==> src/rtl/uart_cmd_pkg.sv <==
// Shared types and constants for the UART command frame controller.
package uart_cmd_pkg;

  typedef enum logic [2:0] {
    ST_IDLE  = 3'd0,
    ST_ADDR  = 3'd1,
    ST_LEN   = 3'd2,
    ST_DATA  = 3'd3,
    ST_CHK   = 3'd4,
    ST_DRAIN = 3'd5
  } state_t;

  localparam logic [7:0] DEF_HEAD = 8'h55;
  localparam int         CHK_W    = 8;

endpackage

==> src/rtl/cmd_payload_buf.sv <==
// Payload staging buffer: one synchronous write port, one combinational read port.
module cmd_payload_buf #(
  parameter int P_DEPTH = 16,
  parameter int P_IDX_W = (P_DEPTH > 1) ? $clog2(P_DEPTH) : 1
) (
  input  logic               i_clk,
  input  logic               wr_en,
  input  logic [P_IDX_W-1:0] wr_idx,
  input  logic [7:0]         wr_data,
  input  logic [P_IDX_W-1:0] rd_idx,
  output logic [7:0]         rd_data
);

  logic [7:0] mem [P_DEPTH];

  always_ff @(posedge i_clk) begin
    if (wr_en) mem[wr_idx] <= wr_data;
  end

  // Look-ahead reads past the last beat fall outside the array; return zero.
  assign rd_data = (int'(rd_idx) < P_DEPTH) ? mem[rd_idx] : 8'h00;

endmodule

==> src/rtl/uart_cmd_frame_ctrl.sv <==
// Parses HEAD/ADDR/LEN/payload/CHK frames from the UART byte stream and
// commits checksum-verified payloads as register writes on a valid/ready bus.
module uart_cmd_frame_ctrl
  import uart_cmd_pkg::*;
#(
  parameter logic [7:0] P_HEAD    = DEF_HEAD,
  parameter int         P_MAX_LEN = 16,
  parameter int         P_TIMEOUT = 1000
) (
  input  logic       i_clk,
  input  logic       i_rst_n,
  input  logic [7:0] i_rx_data,
  input  logic       i_rx_valid,
  output logic [7:0] o_wr_addr,
  output logic [7:0] o_wr_data,
  output logic       o_wr_valid,
  input  logic       i_wr_ready,
  output logic       o_busy,
  output logic       o_frame_ok,
  output logic       o_err_chk,
  output logic       o_err_len,
  output logic       o_err_tout,
  output logic       o_err_busy
);

  localparam int IDX_W = (P_MAX_LEN > 1) ? $clog2(P_MAX_LEN) : 1;
  localparam int CNT_W = $clog2(P_TIMEOUT);
  localparam logic [CNT_W-1:0] TOUT_LAST = CNT_W'(P_TIMEOUT - 1);
  localparam logic [7:0]       MAX_LEN_B = 8'(P_MAX_LEN);

  state_t             state_reg, state_next;
  logic [CHK_W-1:0]   sum_reg, sum_next;
  logic [CNT_W-1:0]   tout_reg, tout_next;
  logic [7:0]         data_idx_reg, data_idx_next;
  logic [7:0]         drain_idx_reg, drain_idx_next;
  logic [7:0]         base_addr_reg, base_addr_next;
  logic [7:0]         len_reg, len_next;
  logic [7:0]         wr_addr_reg, wr_addr_next;
  logic [7:0]         wr_data_reg, wr_data_next;
  logic               wr_valid_reg, wr_valid_next;
  logic               busy_reg;
  logic               ok_reg, ok_next;
  logic               err_chk_reg, err_chk_next;
  logic               err_len_reg, err_len_next;
  logic               err_tout_reg, err_tout_next;
  logic               err_busy_reg, err_busy_next;

  logic               buf_wr_en;
  logic [IDX_W-1:0]   buf_rd_idx;
  logic [7:0]         buf_rd_data;
  logic [7:0]         drain_idx_inc;

  assign drain_idx_inc = drain_idx_reg + 8'd1;

  cmd_payload_buf #(
    .P_DEPTH (P_MAX_LEN),
    .P_IDX_W (IDX_W)
  ) u_buf (
    .i_clk   (i_clk),
    .wr_en   (buf_wr_en),
    .wr_idx  (data_idx_reg[IDX_W-1:0]),
    .wr_data (i_rx_data),
    .rd_idx  (buf_rd_idx),
    .rd_data (buf_rd_data)
  );

  always_ff @(posedge i_clk or negedge i_rst_n) begin
    if (!i_rst_n) begin
      state_reg     <= ST_IDLE;
      sum_reg       <= '0;
      tout_reg      <= '0;
      data_idx_reg  <= '0;
      drain_idx_reg <= '0;
      base_addr_reg <= '0;
      len_reg       <= '0;
      wr_addr_reg   <= '0;
      wr_data_reg   <= '0;
      wr_valid_reg  <= 1'b0;
      busy_reg      <= 1'b0;
      ok_reg        <= 1'b0;
      err_chk_reg   <= 1'b0;
      err_len_reg   <= 1'b0;
      err_tout_reg  <= 1'b0;
      err_busy_reg  <= 1'b0;
    end else begin
      state_reg     <= state_next;
      sum_reg       <= sum_next;
      tout_reg      <= tout_next;
      data_idx_reg  <= data_idx_next;
      drain_idx_reg <= drain_idx_next;
      base_addr_reg <= base_addr_next;
      len_reg       <= len_next;
      wr_addr_reg   <= wr_addr_next;
      wr_data_reg   <= wr_data_next;
      wr_valid_reg  <= wr_valid_next;
      busy_reg      <= (state_next != ST_IDLE);
      ok_reg        <= ok_next;
      err_chk_reg   <= err_chk_next;
      err_len_reg   <= err_len_next;
      err_tout_reg  <= err_tout_next;
      err_busy_reg  <= err_busy_next;
    end
  end

  always_comb begin
    state_next     = state_reg;
    sum_next       = sum_reg;
    tout_next      = tout_reg;
    data_idx_next  = data_idx_reg;
    drain_idx_next = drain_idx_reg;
    base_addr_next = base_addr_reg;
    len_next       = len_reg;
    wr_addr_next   = wr_addr_reg;
    wr_data_next   = wr_data_reg;
    wr_valid_next  = wr_valid_reg;
    ok_next        = 1'b0;
    err_chk_next   = 1'b0;
    err_len_next   = 1'b0;
    err_tout_next  = 1'b0;
    err_busy_next  = 1'b0;
    buf_wr_en      = 1'b0;
    buf_rd_idx     = '0;

    // Inter-byte watchdog; a byte arriving on the expiry cycle takes priority.
    if (state_reg inside {ST_ADDR, ST_LEN, ST_DATA, ST_CHK}) begin
      if (i_rx_valid) begin
        tout_next = '0;
      end else if (tout_reg == TOUT_LAST) begin
        tout_next     = '0;
        state_next    = ST_IDLE;
        err_tout_next = 1'b1;
      end else begin
        tout_next = tout_reg + 1'b1;
      end
    end

    case (state_reg)
      ST_IDLE: begin
        if (i_rx_valid && i_rx_data == P_HEAD) begin
          state_next    = ST_ADDR;
          sum_next      = '0;
          tout_next     = '0;
          data_idx_next = '0;
        end
      end
      ST_ADDR: begin
        if (i_rx_valid) begin
          base_addr_next = i_rx_data;
          sum_next       = sum_reg + i_rx_data;
          state_next     = ST_LEN;
        end
      end
      ST_LEN: begin
        if (i_rx_valid) begin
          if (i_rx_data == 8'd0 || i_rx_data > MAX_LEN_B) begin
            err_len_next = 1'b1;
            state_next   = ST_IDLE;
          end else begin
            len_next   = i_rx_data;
            sum_next   = sum_reg + i_rx_data;
            state_next = ST_DATA;
          end
        end
      end
      ST_DATA: begin
        if (i_rx_valid) begin
          buf_wr_en = 1'b1;
          sum_next  = sum_reg + i_rx_data;
          if (data_idx_reg == len_reg - 8'd1) state_next = ST_CHK;
          else data_idx_next = data_idx_reg + 8'd1;
        end
      end
      ST_CHK: begin
        if (i_rx_valid) begin
          if (i_rx_data == sum_reg) begin
            ok_next        = 1'b1;
            state_next     = ST_DRAIN;
            drain_idx_next = '0;
            wr_valid_next  = 1'b1;
            wr_addr_next   = base_addr_reg;
            wr_data_next   = buf_rd_data;
          end else begin
            err_chk_next = 1'b1;
            state_next   = ST_IDLE;
          end
        end
      end
      ST_DRAIN: begin
        err_busy_next = i_rx_valid;
        buf_rd_idx    = drain_idx_inc[IDX_W-1:0];
        if (wr_valid_reg && i_wr_ready) begin
          if (drain_idx_reg == len_reg - 8'd1) begin
            wr_valid_next = 1'b0;
            state_next    = ST_IDLE;
          end else begin
            drain_idx_next = drain_idx_inc;
            wr_addr_next   = wr_addr_reg + 8'd1;
            wr_data_next   = buf_rd_data;
          end
        end
      end
      default: state_next = ST_IDLE;
    endcase
  end

  assign o_wr_addr  = wr_addr_reg;
  assign o_wr_data  = wr_data_reg;
  assign o_wr_valid = wr_valid_reg;
  assign o_busy     = busy_reg;
  assign o_frame_ok = ok_reg;
  assign o_err_chk  = err_chk_reg;
  assign o_err_len  = err_len_reg;
  assign o_err_tout = err_tout_reg;
  assign o_err_busy = err_busy_reg;

endmodule

==> config.mk <==
export PLATFORM = sky130hd
export DESIGN_NAME = uart_cmd_frame_ctrl
export DESIGN_NICKNAME = d
export VERILOG_FILES = /design/src/rtl/uart_cmd_pkg.sv /design/src/rtl/cmd_payload_buf.sv /design/src/rtl/uart_cmd_frame_ctrl.sv
export SDC_FILE = /design/constraint.sdc
export NUM_CORES = 1
export LEC_CHECK = 0
export BUFFER_PORTS_ARGS = -buffer_cell sky130_fd_sc_hd__buf_2
export CAP_MARGIN = 10
export CORE_ASPECT_RATIO = 0.7
export CORE_MARGIN = 4
export CORE_UTILIZATION = 47
export DETAILED_ROUTE_END_ITERATION = 8
export SYNTH_ARGS = -nofsm -noshare
export SYNTH_HDL_FRONTEND = slang
export SYNTH_SLANG_ARGS = --single-unit
==> constraint.sdc <==
create_clock -name i_clk -period 4.1 [get_ports i_clk]
set_input_delay 0.82 -clock i_clk [delete_from_list [all_inputs] [get_ports i_clk]]
set_output_delay 0.82 -clock i_clk [all_outputs]
set_load 0.02 [all_outputs]
==> metrics.txt, run 1 <==
status complete, no violations; Worst-Skew Late Latency 500 ps; Gate power share 0.018; WL/cell 20.7 um; critical path type reg2reg; switch share 0.203; clock share of power 0.426; DIE AREA 22500 um^2; Final setup viols 0; Largest register FFs 128; post-cts resize count 0; post-CTS setup buffer count 0; Synth warnings 0; fill count 1715; # hold bufs at CTS 0; #FFs+latches synth 204; Area Growth Syn to Fin 11.4%; Period minus WS final 3400 ps; count of boundary I/O pins 35; VDD IR max 0.287 mV; share of cells above drive strength 1 0.147; crit path DAT 3780 ps; Row Count 43; Syn Nets 803; Synth Flop Type edfxtp_1; pin count of the biggest net entering global routing 77; crit-path max FO 18; post-layout util 0.533; Peak Freq 294 MHz; DRC viols 0; most common cell after layout, fill and taps aside edfxtp_1; CTS root buf clkbuf_16; P_leak 4.04 nW; number of vias per cell 5.92; vias in the first global route 6200; Total GRT Usage 0.202; Place WS 666 ps; Synth Instances 775; Tightest Pin Transition 1040 ps; DRT Pass-1 Iters 5; post-route ant nets 0; post-synthesis cell type count 74; CP endpoint kind flip-flop; Final Max Slew Viols 0; Avg Cell Area, Syn 12.2 um^2; die width 178 um; IO Port Bufs 34; total grt overflow 0; register area share after synthesis 0.607; # nets final 839; Seq pwr share 0.556; antenna violations before repair 1; Total Power 0.00394 W; FF+latch area 5750 um^2; Final HPWL DP 14600 um; Post-Syn Area 9470 um^2; Initial DRC Count 633; via count 6473; maxcap violations 0; RSZ-0062 raised after global routing false; type of the most critical hold path in2async; asr flop ratio synth 0.373; antenna fix cells 0; Worst Setup Start Kind flip-flop; H-Tree Depth 1; starting density of the core 0.478; maximum clock insertion buffer count 3; CTS tree built; footprint of the multi-input gates 3510 um^2; first-pass GRT wire length 35400 um; CTS Sinks 204; Slew headroom 0.303; CTS buffer count 21; DRT Wirelength 22600 um; setup TNS 0 ps; CTS clock-pin slew for the worst setup and hold paths 60 ps; Fin. Hold Viols 0; CP required 4480 ps; Die Ht 127 um; Final GP Congestion 0.829; pwr/cell area 374 nW/um^2; Setup WS post-layout 697 ps; crit share post-route 0.830; Post-synth EDFFs 128; internal power 0.00314 W; core area 19800 um^2; clock skew 8.87 ps; most frequent cells in the layout edfxtp_1 (128), dfrtp_1 (76), nand2_1 (70); P_sw 0.000799 W
## final cells by class
type                            instances  share of cell area
Sequential cell                       204               0.545
Multi-Input combinational cell        514               0.332
Clock buffer                           28              0.0523
Tap cell                              270              0.0320
Timing Repair Buffer                   52              0.0292
Inverter                               18             0.00640
Clock inverter                          7             0.00308
## power groups by stage
| stage | Combinational [W] | Clock, W | Sequential (W) |
|---|---|---|---|
| 2_1_floorplan | 0.0000169 | 0 | 0.00223 |
| 3_3_place_gp | 0.0000686 | 0 | 0.00223 |
| 3_5_place_dp | 0.0000720 | 0 | 0.00223 |
| 4_1_cts | 0.0000721 | 0.00171 | 0.00219 |
| 5_1_grt | 0.0000797 | 0.00181 | 0.00219 |
| 6_report | 0.0000706 | 0.00168 | 0.00219 |
## kinds of logic (layout without fill, tap and decap cells)
group,count (synthesis),in the layout,synth area share
fa+ha+maj,16,16,0.0219
mux,40,40,0.0455
xor+xnor,34,34,0.0352
buf+inv,57,105,0.0245
simple gates,241,241,0.133
compound gates,183,183,0.133
flops,204,204,0.607
## worst paths after layout
path,end,slack (ps),from,cells past startpoint
worst max-delay path,o_wr_data[4],700,state_reg[1],7
worst min-delay path,len_reg[7],470,i_rst_n,1
worst max register to register,o_wr_data[4],700,state_reg[1],7
worst min register to register,sum_reg[0],490,sum_reg[0],2
max in group asynchronous,tout_reg[4],2970,i_rst_n,1
min in group i_clk,sum_reg[0],490,sum_reg[0],2
## stage by stage
| stage | hold WS [ps] | cell area (um^2) | cells |
|---|---|---|---|
| global placement | 468 | 9970 | 1058 |
| detailed placement | 477 | 9970 | 1058 |
| floorplan | 447 | 9470 | 775 |
| CTS | 490 | 10600 | 1093 |
| finish | 472 | 10600 | 1093 |
| global route | 523 | 10600 | 1093 |
## cells in the mapped netlist (3+ instances only)
cell / number / area, um^2
nor4_1: 4 / 25.0
ha_1: 15 / 188
xor2_1: 9 / 78.8
o21ai_0: 27 / 135
xnor2_1: 22 / 193
and2_1: 7 / 43.8
buf_1: 6 / 22.5
o211ai_1: 5 / 37.5
o22ai_1: 13 / 81.3
nand3_1: 17 / 85.1
mux2_2: 24 / 270
a31oi_1: 4 / 25.0
nand2b_1: 10 / 62.6
or3_1: 5 / 31.3
dfrtp_1: 76 / 1900
buf_2: 8 / 40.0
and3_1: 8 / 50.1
a21oi_1: 41 / 205
o31ai_1: 4 / 30.0
clkbuf_1: 24 / 90.1
nand4_1: 12 / 75.1
nor2_1: 49 / 184
o221ai_1: 22 / 193
nor2b_1: 21 / 131
nor3b_1: 4 / 30.0
a311oi_1: 8 / 70.1
inv_1: 18 / 67.6
a21o_1: 3 / 22.5
mux2i_1: 16 / 160
nand2_1: 70 / 263
nor3_1: 13 / 65.1
a211oi_1: 29 / 218
o31a_1: 3 / 26.3
edfxtp_1: 128 / 3840
## critical path, stage by stage (launching register included)
cell,delay (ps)
dfrtp_1,550
and3b_1,710
nand2_1,480
a211oi_1,360
a211oi_1,110
a211oi_1,580
a21oi_1,180
mux2_2,310
## routing by layer
layer,routed length [um],GRT usage,vias to the layer above
met5,7,0,-
met4,433,0.0427,2
met3,1700,0.0402,46
met2,9680,0.300,217
met1,10800,0.311,3212
li1,-,-,2996
No activity file was read; power rests on OpenSTA's default activity.
==> run 2, diff against run 1 <==
Clock period 4.1 ns to 3.2 ns, I/O delays scaled along.
==> run 2 against run 1 <==
Against the previous run:
- combinational power up 42%
- maximum frequency is 16% higher
- critical endpoint is now o_wr_data[5]
- largest power group unchanged
- core utilization is 1.7 points higher
- sequential power grew 28%
- setup slack got worse by 420 ps
- power up 35%
- clock-buffer cell count fell by 3
- die area did not move
- sequential share of layout area fell by 1.7 points
- clock skew up 0.83 ps
==> metrics.txt, run 2 (synthesis gave the netlist of run 1 again) <==
P_leak 4.24 nW; DRC viols 0; # hold bufs at CTS 0; VDD IR max 0.280 mV; CTS tree built; crit path DAT 3300 ps; type of the most critical hold path in2async; Final Max Slew Viols 0; starting density of the core 0.478; number of buffers and inverters on the critical path 0; Initial DRC Count 591; vias in the first global route 6295; count of boundary I/O pins 35; core area 19800 um^2; Peak Freq 342 MHz; CP required 3580 ps; antenna fix cells 0; pin count of the biggest net entering global routing 77; crit-path max FO 18; CTS clock-pin slew for the worst setup and hold paths 60 ps; Slew headroom 0.351; RSZ-0062 raised after global routing false; worst-path cell chain or3_4 -> nor4b_2 -> xnor3_1 -> o2111a_2 -> a21boi_2 -> nor2_4 -> mux2_2; clock skew 9.70 ps; Final HPWL DP 15900 um; DRT Pass-1 Iters 5; post-cts resize count 0; die width 178 um; CP endpoint kind flip-flop; Area Growth Syn to Fin 15.0%; met2 Use GR 0.302; WL/cell 20.9 um; Critical-path top delay cell a21boi_2; met1 usage 0.333; most common cell after layout, fill and taps aside edfxtp_1; first-pass GRT wire length 36500 um; Die Ht 127 um; H-Tree Depth 1; Final setup viols 0; maximum clock insertion buffer count 3; Placed Area 10200 um^2; CP max stage delay 530 ps; share of cells above drive strength 1 0.182; number of vias per cell 5.88; cell family with most CP delay simple AND/OR/NAND/NOR gates; Worst Setup Start Kind flip-flop; maxcap violations 0; most frequent cells in the layout edfxtp_1 (128), dfrtp_1 (76), nand2_1 (70); design area 10900 um^2; crit share post-route 0.913; setup TNS 0 ps; pwr/cell area 491 nW/um^2; IO Port Bufs 34; # nets final 871; Largest register FFs 128; antenna violations before repair 0; DRT Wirelength 23500 um; DIE AREA 22500 um^2; Worst-Skew Late Latency 500 ps; CTS buffer count 21; GR peak layer met1; Total GRT Usage 0.209; Fin. Hold Viols 0; CTS Sinks 204; post-CTS setup buffer count 0; via count 6631; post-route ant nets 0; Row Count 43; total grt overflow 0; Period minus WS final 2920 ps; met3 usage 0.0325; Final GP Congestion 0.812; Tightest Pin Transition 973 ps; status complete, no violations; CTS root buf clkbuf_16; critical path type reg2reg
[run 2: layout make-up]
type	count	area, um^2
Timing Repair Buffer	84	561
Clock inverter	12	130
Tap cell	270	338
Sequential cell	204	5750
Inverter	18	67.6
Multi-Input combinational cell	514	3500
Fill cell	1733	8910
Clock buffer	25	541
[run 2: worst paths after layout]
path                                 start                to  slack (ps)  depth (start not counted)
worst max-delay path            len_reg[0]      o_wr_data[5]         280                          7
worst min-delay path               i_rst_n  drain_idx_reg[7]         290                          1
worst max register to register  len_reg[0]      o_wr_data[5]         280                          7
worst min register to register  sum_reg[2]        sum_reg[2]         480                          2
max in group asynchronous          i_rst_n        sum_reg[2]        2260                          1
min in group i_clk              sum_reg[2]        sum_reg[2]         480                          2
[run 2: worst reg2reg max path, stage by stage, from the launching register on]
cell,delay (ps)
dfrtp_1,440
or3_4,430
nor4b_2,350
xnor3_1,290
o2111a_2,180
a21boi_2,530
nor2_4,230
mux2_2,340
[run 2: per-layer routing]
metal,part of all wire,routed length [um]
met2,0.42,9960
met1,0.49,11500
met3,0.067,1580
met5,0,0
met4,0.021,499
[run 2: per-stage QoR]
stage	std cells	hold WS (ps)	setup slack [ps]	utilization	power (W)
after CTS	1127	342	276	0.549	0.00539
after global placement	1090	469	114	0.516	0.00296
after detailed placement	1090	475	47.2	0.516	0.00296
after floorplan	775	344	444	-	0.00288
after global routing	1127	377	44.4	0.550	0.00551
final	1127	291	278	0.550	0.00534
[run 2: report_power, final]
group | leakage, nW | internal [W] | total, W | switching [W]
Clock | 0.319 | 0.00144 | 0.00243 | 0.000994
Combinational | 1.83 | 0.0000232 | 0.000100 | 0.0000768
Sequential | 2.09 | 0.00281 | 0.00281 | 0.00000116
Total | 4.24 | 0.00427 | 0.00534 | 0.00107
==> run 3, diff against run 2 <==
Settings changed: CELL_PAD_IN_SITES_DETAIL_PLACEMENT set to 1, CELL_PAD_IN_SITES_GLOBAL_PLACEMENT set to 2, CORE_UTILIZATION 47 to 43, GPL_ROUTABILITY_DRIVEN set to 0, PLACE_DENSITY_LB_ADDON set to 0.1.
==> run 3 against run 2 <==
Against the previous run:
- routed wire length rose by 11%
- sequential share of layout area fell by 0.15 points
- setup slack improved by 17 ps
- clock power fell by 2%
- global-route usage rose by 0.37 points
- flip-flop and latch count did not move
- power fell by 0.98%
- critical endpoint is now o_busy
==> metrics.txt, run 3 (synthesis gave the netlist of run 1 again) <==
status complete, no violations; maxcap violations 0; Worst-Skew Late Latency 490 ps; # nets final 871; number of vias per cell 5.88; P_leak 4.25 nW; share of cells above drive strength 1 0.188; CTS clock-pin slew for the worst setup and hold paths 70 ps; Worst Setup Start Kind flip-flop; DRT Wirelength 26100 um; Gate power share 0.020; Period minus WS final 2910 ps; Largest register FFs 128; antenna fix cells 0; core area 21700 um^2; WL/cell 23.0 um; type of the most critical hold path in2async; Total GRT Usage 0.213; Final HPWL DP 18100 um; starting density of the core 0.437; pwr/cell area 485 nW/um^2; Final setup viols 0; most frequent cells in the layout edfxtp_1 (128), dfrtp_1 (76), nand2_1 (70); vias in the first global route 6909; most common cell after layout, fill and taps aside edfxtp_1; Initial DRC Count 465; VDD IR max 0.311 mV; clock skew 7.20 ps; P_sw 0.00110 W; post-CTS setup buffer count 0; crit share post-route 0.908; Place WS 59.2 ps; first-pass GRT wire length 40800 um; Setup WS post-layout 295 ps; CP endpoint kind flip-flop; Final Max Slew Viols 0; # hold bufs at CTS 0; DIE AREA 24500 um^2; total grt overflow 0; maximum clock insertion buffer count 3; CTS buffer count 21; post-route ant nets 0; DRT Pass-1 Iters 5; H-Tree Depth 1; post-cts resize count 0; fill count 2232; DRC viols 0; Peak Freq 344 MHz; Slew headroom 0.314; Seq pwr share 0.531; IO Port Bufs 34; critical path type reg2reg; crit path DAT 3260 ps; Fin. Hold Viols 0; FF+latch area 5750 um^2; setup TNS 0 ps; Die Ht 132 um; footprint of the multi-input gates 3510 um^2; pin count of the biggest net entering global routing 77; Area Growth Syn to Fin 15.3%; RSZ-0062 raised after global routing false; Row Count 45; via count 6689; CTS root buf clkbuf_16; die width 185 um; CTS tree built; worst setup path startpoint len_reg[2]; CP required 3560 ps; internal power 0.00419 W; count of boundary I/O pins 35; switch share 0.207; CTS Sinks 204; crit-path max FO 5; Tightest Pin Transition 1030 ps; clock share of power 0.449; antenna violations before repair 0; worst r2r src len_reg[2]
==> run 3: cell count changes in the layout (fill, tap and decap cells not counted), moves of 2 or more <==
| cell | delta |
|---|---|
| buf_12 | +2 |
| buf_4 | -2 |
| clkbuf_1 | -2 |
| clkinv_1 | -4 |
| clkinv_2 | +4 |
==> run 3: area by class of cell <==
cell class	count	share of cell area
sequential	204	0.526
inverter	18	0.00619
timing repair buffer	84	0.0536
clock inverter	13	0.0111
tap	282	0.0323
clock buffer	23	0.0488
multi-input combinational	514	0.322
==> run 3: per-layer routing <==
metal  vias to the layer above  routed length, um  global-route usage
li1                       3069                  -                   -
met1                      3455              13500               0.341
met2                       136              11100               0.312
met3                        29               1090              0.0306
met4                         0                412              0.0338
met5                         -                  0                   0
==> run 3: stage by stage <==
stage	utilization	power [W]	hold slack [ps]	cell area [um^2]	cells
after CTS	0.503	0.00536	372	10900	1138
after detailed placement	0.473	0.00297	476	10200	1102
after global placement	0.473	0.00297	467	10200	1102
after floorplan	-	0.00288	344	9470	775
after global routing	0.504	0.00548	430	10900	1138
final	0.504	0.00529	331	10900	1138
==> run 3: path summary, 6_finish.rpt <==
check,endpoint,slack [ps],depth (start not counted)
worst max register to register,o_busy,290,7
worst min register to register,sum_reg[3],490,2
max in group asynchronous,sum_reg[7],2220,1
worst max-delay path,o_busy,290,7
worst min-delay path,drain_idx_reg[6],330,1
min in group i_clk,sum_reg[3],490,2
==> run 3: power groups by stage <==
| stage | sequential, W | combinational, W | clock, W |
|---|---|---|---|
| 2_1_floorplan | 0.00286 | 0.0000216 | 0 |
| 3_3_place_gp | 0.00286 | 0.000105 | 0 |
| 3_5_place_dp | 0.00286 | 0.000110 | 0 |
| 4_1_cts | 0.00281 | 0.000111 | 0.00245 |
| 5_1_grt | 0.00280 | 0.000121 | 0.00256 |
| 6_report | 0.00281 | 0.000108 | 0.00237 |
==> run 3: critical path, cell delays in order, from the launching register on <==
cell,delay (ps)
dfrtp_1,470
or3_4,400
nor4b_2,340
xnor3_1,200
nand4_1,290
o311ai_1,410
o211ai_2,140
or4b_1,520
